===== src/rtl/clock_pkg.sv =====
// clock_pkg: shared BCD types and field moduli for the time-of-day counter
package clock_pkg;
   typedef logic [3:0] bcd_t;
   localparam int SEC_MOD  = 60;
   localparam int MIN_MOD  = 60;
   localparam int HOUR_MOD = 24;
   typedef struct packed {
      bcd_t hour_tens;
      bcd_t hour_ones;
      bcd_t min_tens;
      bcd_t min_ones;
      bcd_t sec_tens;
      bcd_t sec_ones;
   } time_bcd_t;
endpackage


===== src/rtl/bcd_mod_counter.sv =====
// bcd_mod_counter: two-digit BCD counter wrapping at MODULUS with clear and carry-out
module bcd_mod_counter
   import clock_pkg::*;
#(
   parameter int MODULUS = 60
) (
   input  logic clk,
   input  logic rst,
   input  logic clr,
   input  logic inc,
   output bcd_t tens,
   output bcd_t ones,
   output logic carry
);
   localparam bcd_t MAX_T = bcd_t'((MODULUS - 1) / 10);
   localparam bcd_t MAX_O = bcd_t'((MODULUS - 1) % 10);
   bcd_t tens_q, tens_d, ones_q, ones_d;
   assign carry = inc && tens_q == MAX_T && ones_q == MAX_O;
   assign tens  = tens_q;
   assign ones  = ones_q;
   // next value: clear wins, then wrap on terminal count, else BCD increment
   always_comb begin
      tens_d = tens_q;
      ones_d = ones_q;
      if (clr || carry) begin
         tens_d = '0;
         ones_d = '0;
      end else if (inc) begin
         ones_d = (ones_q == 4'd9) ? 4'd0 : ones_q + 4'd1;
         tens_d = (ones_q == 4'd9) ? tens_q + 4'd1 : tens_q;
      end
   end
   // digit registers
   always_ff @(posedge clk) begin
      if (rst) begin
         tens_q <= '0;
         ones_q <= '0;
      end else begin
         tens_q <= tens_d;
         ones_q <= ones_d;
      end
   end
endmodule


===== src/rtl/clock_time_counter.sv =====
// clock_time_counter: 1 Hz prescaler plus 24-hour BCD time with button set mode
module clock_time_counter
   import clock_pkg::*;
#(
   parameter int CLK_HZ = 50_000_000
) (
   input  logic clk,
   input  logic rst,
   input  logic set_mode,
   input  logic inc_min,
   input  logic inc_hour,
   output bcd_t hour_tens,
   output bcd_t hour_ones,
   output bcd_t min_tens,
   output bcd_t min_ones,
   output bcd_t sec_tens,
   output bcd_t sec_ones,
   output logic sec_tick
);
   localparam int CW = $clog2(CLK_HZ);
   logic [CW-1:0] cnt_q, cnt_d;
   logic tick_q, tick_d, min_prev_q, hour_prev_q;
   logic term, min_edge, hour_edge, min_inc, hour_inc, sec_carry, min_carry;
   logic unused_hour_carry;
   assign term      = cnt_q == CW'(CLK_HZ - 1);
   assign min_edge  = inc_min && !min_prev_q;
   assign hour_edge = inc_hour && !hour_prev_q;
   assign min_inc   = set_mode ? min_edge : sec_carry;
   assign hour_inc  = set_mode ? hour_edge : min_carry;
   assign sec_tick  = tick_q;
   // prescaler holds at zero while setting so the first run tick is a full period away
   always_comb begin
      cnt_d  = (set_mode || term) ? '0 : cnt_q + CW'(1);
      tick_d = !set_mode && term;
   end
   // prescaler, tick and button history registers
   always_ff @(posedge clk) begin
      if (rst) begin
         cnt_q       <= '0;
         tick_q      <= 1'b0;
         min_prev_q  <= 1'b0;
         hour_prev_q <= 1'b0;
      end else begin
         cnt_q       <= cnt_d;
         tick_q      <= tick_d;
         min_prev_q  <= inc_min;
         hour_prev_q <= inc_hour;
      end
   end
   bcd_mod_counter #(.MODULUS(SEC_MOD)) u_sec (
      .clk(clk), .rst(rst), .clr(set_mode), .inc(tick_d),
      .tens(sec_tens), .ones(sec_ones), .carry(sec_carry)
   );
   bcd_mod_counter #(.MODULUS(MIN_MOD)) u_min (
      .clk(clk), .rst(rst), .clr(1'b0), .inc(min_inc),
      .tens(min_tens), .ones(min_ones), .carry(min_carry)
   );
   bcd_mod_counter #(.MODULUS(HOUR_MOD)) u_hour (
      .clk(clk), .rst(rst), .clr(1'b0), .inc(hour_inc),
      .tens(hour_tens), .ones(hour_ones), .carry(unused_hour_carry)
   );
endmodule


===== config.mk =====
export PLATFORM = sky130hd
export DESIGN_NAME = clock_time_counter
export DESIGN_NICKNAME = d
export VERILOG_FILES = /design/src/rtl/clock_pkg.sv /design/src/rtl/bcd_mod_counter.sv /design/src/rtl/clock_time_counter.sv
export SDC_FILE = /design/constraint.sdc
export NUM_CORES = 1
export LEC_CHECK = 0
export CORE_MARGIN = 1
export CORE_UTILIZATION = 55
export CTS_CLUSTER_DIAMETER = 30
export DETAILED_ROUTE_END_ITERATION = 10
export GPL_ROUTABILITY_DRIVEN = 0
export PLACE_DENSITY_LB_ADDON = 0.25
export SLEW_MARGIN = 30
export SYNTH_ARGS = -nofsm -noshare
export SYNTH_HDL_FRONTEND = slang
export SYNTH_SLANG_ARGS = --single-unit

===== constraint.sdc =====
create_clock -name clk -period 4.05 [get_ports clk]
set_input_delay 0.81 -clock clk [delete_from_list [all_inputs] [get_ports clk]]
set_output_delay 0.81 -clock clk [all_outputs]
set_load 0.02 [all_outputs]

## After elaboration in Yosys (flattened, before gate mapping)

Cells that the tools add are included.

| operators by class | value |
|---|---|
| mux-type cells | 5 |
| add/sub/neg operators | 7 |
| reduce and logical (&&, ||, !) cells | 21 |
| equal/unequal tests | 8 |

Operator list:

| kind | count |
|---|---|
| $add A26 B1 Y26 const B | 1 |
| $eq A26 B26 Y1 const B | 1 |
| $add A4 B1 Y4 const B | 6 |
| $eq A4 B4 Y1 const B | 3 |
| $mux W4 | 3 |
| $logic_and A1 B1 Y1 | 9 |
| $eq A4 B2 Y1 const B | 2 |
| $eq A4 B3 Y1 const B | 2 |
| $reduce_or A2 Y1 | 4 |
| $reduce_and A2 Y1 | 3 |
| $logic_not A1 Y1 | 3 |
| $logic_or A1 B1 Y1 | 2 |
| $mux W1 | 2 |

| storage, ports and cells | value |
|---|---|
| logic and storage cells | 51 |
| output and inout port bits | 25 |
| register bits after elaboration | 53 |
| bits of input ports | 5 |

## Logic depth before layout (Yosys ltp)

| logic depth | value |
|---|---|
| depth in word-level cells | 11 |
| depth in mapped cells | 9 |
| mapped depth without buffers | 7 |

## Cells and area by module

A second synthesis with hierarchy kept.

| second synthesis, totals | value |
|---|---|
| cell total of the unflattened synthesis | 302 |
| area, all modules | 2687.6 um^2 |

Modules (own cells, without submodules):

| module | area an instance (um^2) | instances | cells an instance | seq. area each (um^2) |
|---|---|---|---|---|
| clock_time_counter | 1373.8 | 1 | 156 | 580.6 |
| bcd_mod_counter at u_min ... | 441.7 | 2 | 50 | 160.2 |
| bcd_mod_counter at u_hour | 430.4 | 1 | 46 | 160.2 |

## Least setup slack after synthesis

Ideal clock, no wire load.

| timing | value |
|---|---|
| path type | register to register |
| start | register cnt_q[0] |
| end | register u_min.tens_q[2], in the netlist u_min.tens[2] |
| required time | 3.978 ns |
| clock period less this slack | 2.091 ns |
| buffers on the path | 1 |
| library setup time | 0.072 ns |
| arrival time | 2.019 ns |
| setup slack | 1.959 ns |
| stages on the path, launching flop included | 8 |
| path through | dfxtp_1 > ha_1 > nand3_1 > or3_4 > buf_6 > or4_4 > a21boi_2 > mux2i_1 |

| between the ends | value |
|---|---|
| longest elaborated chain between the ends | 8 |
| elaborated cells on any way between the ends | 9 |
| classes of those cells | eq/ne (1); mux (1); reduce/logical (7) |

Ends and longest elaborated chain:

| item | line | source |
|---|---|---|
| start: declaration | clock_time_counter.sv:21 | `logic [CW-1:0] cnt_q, cnt_d;` |
| start signal: assignment | clock_time_counter.sv:44 | `cnt_q <= cnt_d;` |
| $eq A26 B26 Y1 * | clock_time_counter.sv:25 | `assign term = cnt_q == CW'(CLK_HZ - 1);` |
| $logic_and A1 B1 Y1 * | clock_time_counter.sv:34 | `tick_d = !set_mode && term;` |
| $logic_and A1 B1 Y1 * (2 in series) | bcd_mod_counter.sv:18 | `assign carry = inc && tens_q == MAX_T && ones_q == MAX_O;` |
| $mux W1 * | clock_time_counter.sv:28 | `assign min_inc = set_mode ? min_edge : sec_carry;` |
| $logic_and A1 B1 Y1 (2 in series) | bcd_mod_counter.sv:18 |  |
| $reduce_or A2 Y1 (no line) | - |  |
| end signal: assignment | bcd_mod_counter.sv:39 | `tens_q <= tens_d;` |
| end: declaration | bcd_mod_counter.sv:17 | `bcd_t tens_q, tens_d, ones_q, ones_d;` |

Mark *: on every way between the ends. The rest lies on a longest branch, timed or not.
A chain may end at the register's enable or synchronous reset.

## Worst setup path in the final report

| timing | value |
|---|---|
| start | input port set_mode |
| end | register u_min.tens_q[2], in the netlist u_min.tens[2] |

| between the ends | value |
|---|---|
| longest elaborated chain between the ends | 8 |
| elaborated cells on any way between the ends | 9 |
| classes of those cells | mux (1); reduce/logical (8) |

Ends and longest elaborated chain:

| item | line | source |
|---|---|---|
| start: declaration | clock_time_counter.sv:9 | `input logic set_mode,` |
| $logic_not A1 Y1 | clock_time_counter.sv:34 |  |
| $logic_and A1 B1 Y1 | clock_time_counter.sv:34 |  |
| $logic_and A1 B1 Y1 (2 in series) | bcd_mod_counter.sv:18 |  |
| $mux W1 * | clock_time_counter.sv:28 |  |
| $logic_and A1 B1 Y1 (2 in series) | bcd_mod_counter.sv:18 |  |
| $reduce_or A2 Y1 (no line) | - |  |

Marked as above.

==> flow_summary.toml <==
[timing]
hold_violations = 0
worst_slew_pin_slew_ps = 783
period_minus_slack_ps = 2510
fmax_mhz = 399
maxSlewHeadroom = 0.476
fin_crit_sh = 0.619
setup_viol = 0
maxSlewViolCount = 0
rsz0062_at_grt = "no"
setup_tns_ps = 0
clock_skew_ps = 12.2

[pwr]
combinationalPowerShare = 0.040
p_per_area_nw_per_um2 = 289
p_sw_mw = 0.199
p_seq_frac = 0.573
p_clk_frac = 0.387
irDropWorstVdd_mv = 0.165
swShare = 0.215
p_int_mw = 0.726
p_total_mw = 0.925
p_leak_nw = 1.06

[logic_synthesis]
seq_area_frac_synth = 0.385
synth-main-ff-cell = "dfxtp_1"
synthArstFlopShare = 0
synth_warnings = 0
synth.distinct_cells = 52
ys_ff_latch = 53
syn_area_um2 = 2760
synth_nets = 323
syn_area_per_cell_um2 = 8.87
netlist_instances = 311
synth-edff-count = 0

[floorplan]
core_um2 = 4790
die-area_um2 = 5300
initial_core_util = 0.576
die_w_um = 72.8
die_h_um = 72.8
placementRows = 25
num_io_pins = 30

[critical_path]
startpoint = "set_mode"
cp.arrival_ps = 2740
worst_path_max_delay_cell = "clkdlybuf4s50_1"
start_kind = "input pin"
cp_slowest_stage_delay_ps = 710
critPathKind = "input pin to flop"
required_ps = 4290
reg2reg_from = "cnt_q[0]"
cp_max_fo = 17
critPathCaptureType = "flop"
cp_cell_sequence = "clkdlybuf4s50_1 > nor2b_1 > nand2_1 > or4_4 > a21boi_2 > mux2i_1"

[drt]
viasPerCell = 5.72
drtAntennaViolNets = 0
wirelength_um = 5440
drc = 0
vias = 2317
wl_per_cell_um = 13.4
dr.first_iter.drc_count = 161
dr.pass1.iters = 4

[final_layout]
fillers = 394
drive_gt1_frac = 0.0562
syn_to_final_growth_pct = 16.0
layout_commonest_cell = "dfxtp_1"
nNetsFinal = 349
n_antenna_cell = 0
final_cell_mix = "dfxtp_1, nor2_1, clkdlybuf4s50_1"
final_cell_count_no_fill = 405

[clock_network]
cts_hold_buffers = 0
cts-root-buf = "clkbuf_8"
cts_made_buffers = 5
clock_sinks = 53
htreeDepth = 2
clk_latency_ps = 310
clkTransAtPathRegs_ps = 90
postCtsSetupBuffers = 0
tritoncts = "yes"
postCtsResizedCells = 0
clockBufferDepth = 2

[place]
port_buffers = 29
dp.cells = 397
hpwl_um = 3930

[run]
max_cap_viol_count = 0

[grt]
track_usage = 0.225
grt_max_degree = 26
overflow = 0
antenna_found_initial = 0
grt_pass1_vias = 2053
grt_pass1_wl_um = 9430

[hold_path]
hp-class = "flop to flop"
hold_path_startpoint = "cnt_q[0]"

[outcome]
status = "finished clean"
-- flip-flops by register name, indices dropped and copies added (netlist names) --
| register | cells |
|---|---|
| u_sec.ones | 4 |
| sec_tick | 1 |
| u_hour.tens | 4 |
| u_min.tens | 4 |
| u_sec.tens | 4 |
| hour_prev_q | 1 |
| cnt_q | 26 |
| min_prev_q | 1 |
| u_min.ones | 4 |
| u_hour.ones | 4 |
-- cells by family (layout without fill, tap and decap cells) --
| family | count (synthesis) | count (layout) | share of synthesized area |
|---|---|---|---|
| and+or+nand+nor | 165 | 165 | 0.356 |
| DFF | 53 | 53 | 0.385 |
| AOI/OAI and AO/OA | 31 | 31 | 0.0821 |
| xor gates and xnor gates | 29 | 29 | 0.0921 |
| buffers and inverters | 20 | 47 | 0.0309 |
| adders and majority gates | 7 | 7 | 0.0318 |
| muxes | 6 | 6 | 0.0222 |
-- metrics by stage --
step	area, µm²	util	hold WS, ps	worst slack, ps
after floorplan	2760	-	426	1960
after global placement	3090	0.645	446	1300
after detailed placement	3090	0.645	467	1240
after CTS	3200	0.668	490	1570
after global routing	3200	0.668	527	1390
final	3200	0.668	485	1540
-- layout make-up --
cell class | count | area (µm²) | share of cell area
Clock buffer | 6 | 72.6 | 0.0227
Inverter | 9 | 33.8 | 0.0106
Timing Repair Buffer | 30 | 298 | 0.0931
Multi-Input combinational cell | 238 | 1610 | 0.504
Clock inverter | 2 | 38.8 | 0.0121
Sequential cell | 53 | 1060 | 0.332
Tap cell | 67 | 83.8 | 0.0262
-- power groups by stage --
stage               logic (mW)  registers (mW)  clock network, mW
floorplan               0.0213           0.542                  0
global placement        0.0361           0.542                  0
detailed placement      0.0366           0.542                  0
CTS                     0.0368           0.530              0.364
global route            0.0401           0.531              0.390
finish                  0.0368           0.530              0.358
-- path summary, 6_finish.rpt --
check / slack [ps] / cells after the start / to
min reg2reg: 490 / 1 / cnt_q[0]
max: 1540 / 6 / u_min.tens[2]
max reg2reg: 1620 / 6 / cnt_q[15]
min: 490 / 1 / cnt_q[0]
-- worst max-delay path: cells and delay by family --
family / cells / cell delay, ps
AO/OA/AOI/OAI: 1 / 150
AND/OR/NAND/NOR: 3 / 870
buffers and inverters: 1 / 710
multiplexers: 1 / 190
-- synth_stat cells (3+ instances only) --
library cell,instances,area (µm²)
nand2b_1,8,50.1
mux2i_1,5,50.1
dfxtp_1,53,1060
xnor2_1,17,149
nand3b_1,5,37.5
nor2_1,43,161
nor4_1,9,56.3
ha_1,7,87.6
nor2b_1,9,56.3
o211ai_1,3,22.5
nand3_1,11,55.1
clkbuf_1,8,30.0
nand2_1,16,60.1
o2111ai_1,3,26.3
nand4_1,10,62.6
nor4bb_1,5,50.1
xor2_1,12,105
and4_1,4,35.0
nand4b_1,3,26.3
and3_1,8,50.1
or3_1,4,25.0
inv_1,9,33.8
nor3b_1,5,37.5
nor3_1,10,50.1
a21oi_1,8,40.0
-- layer usage --
metal  global-route usage  part of all wire  wire length (µm)
met1                0.300              0.50              2690
met2                0.375              0.47              2580
met3               0.0414             0.019               102
met4               0.0588             0.011                61
met5                    0                 0                 0
No activity file was read; power rests on OpenSTA's default activity.
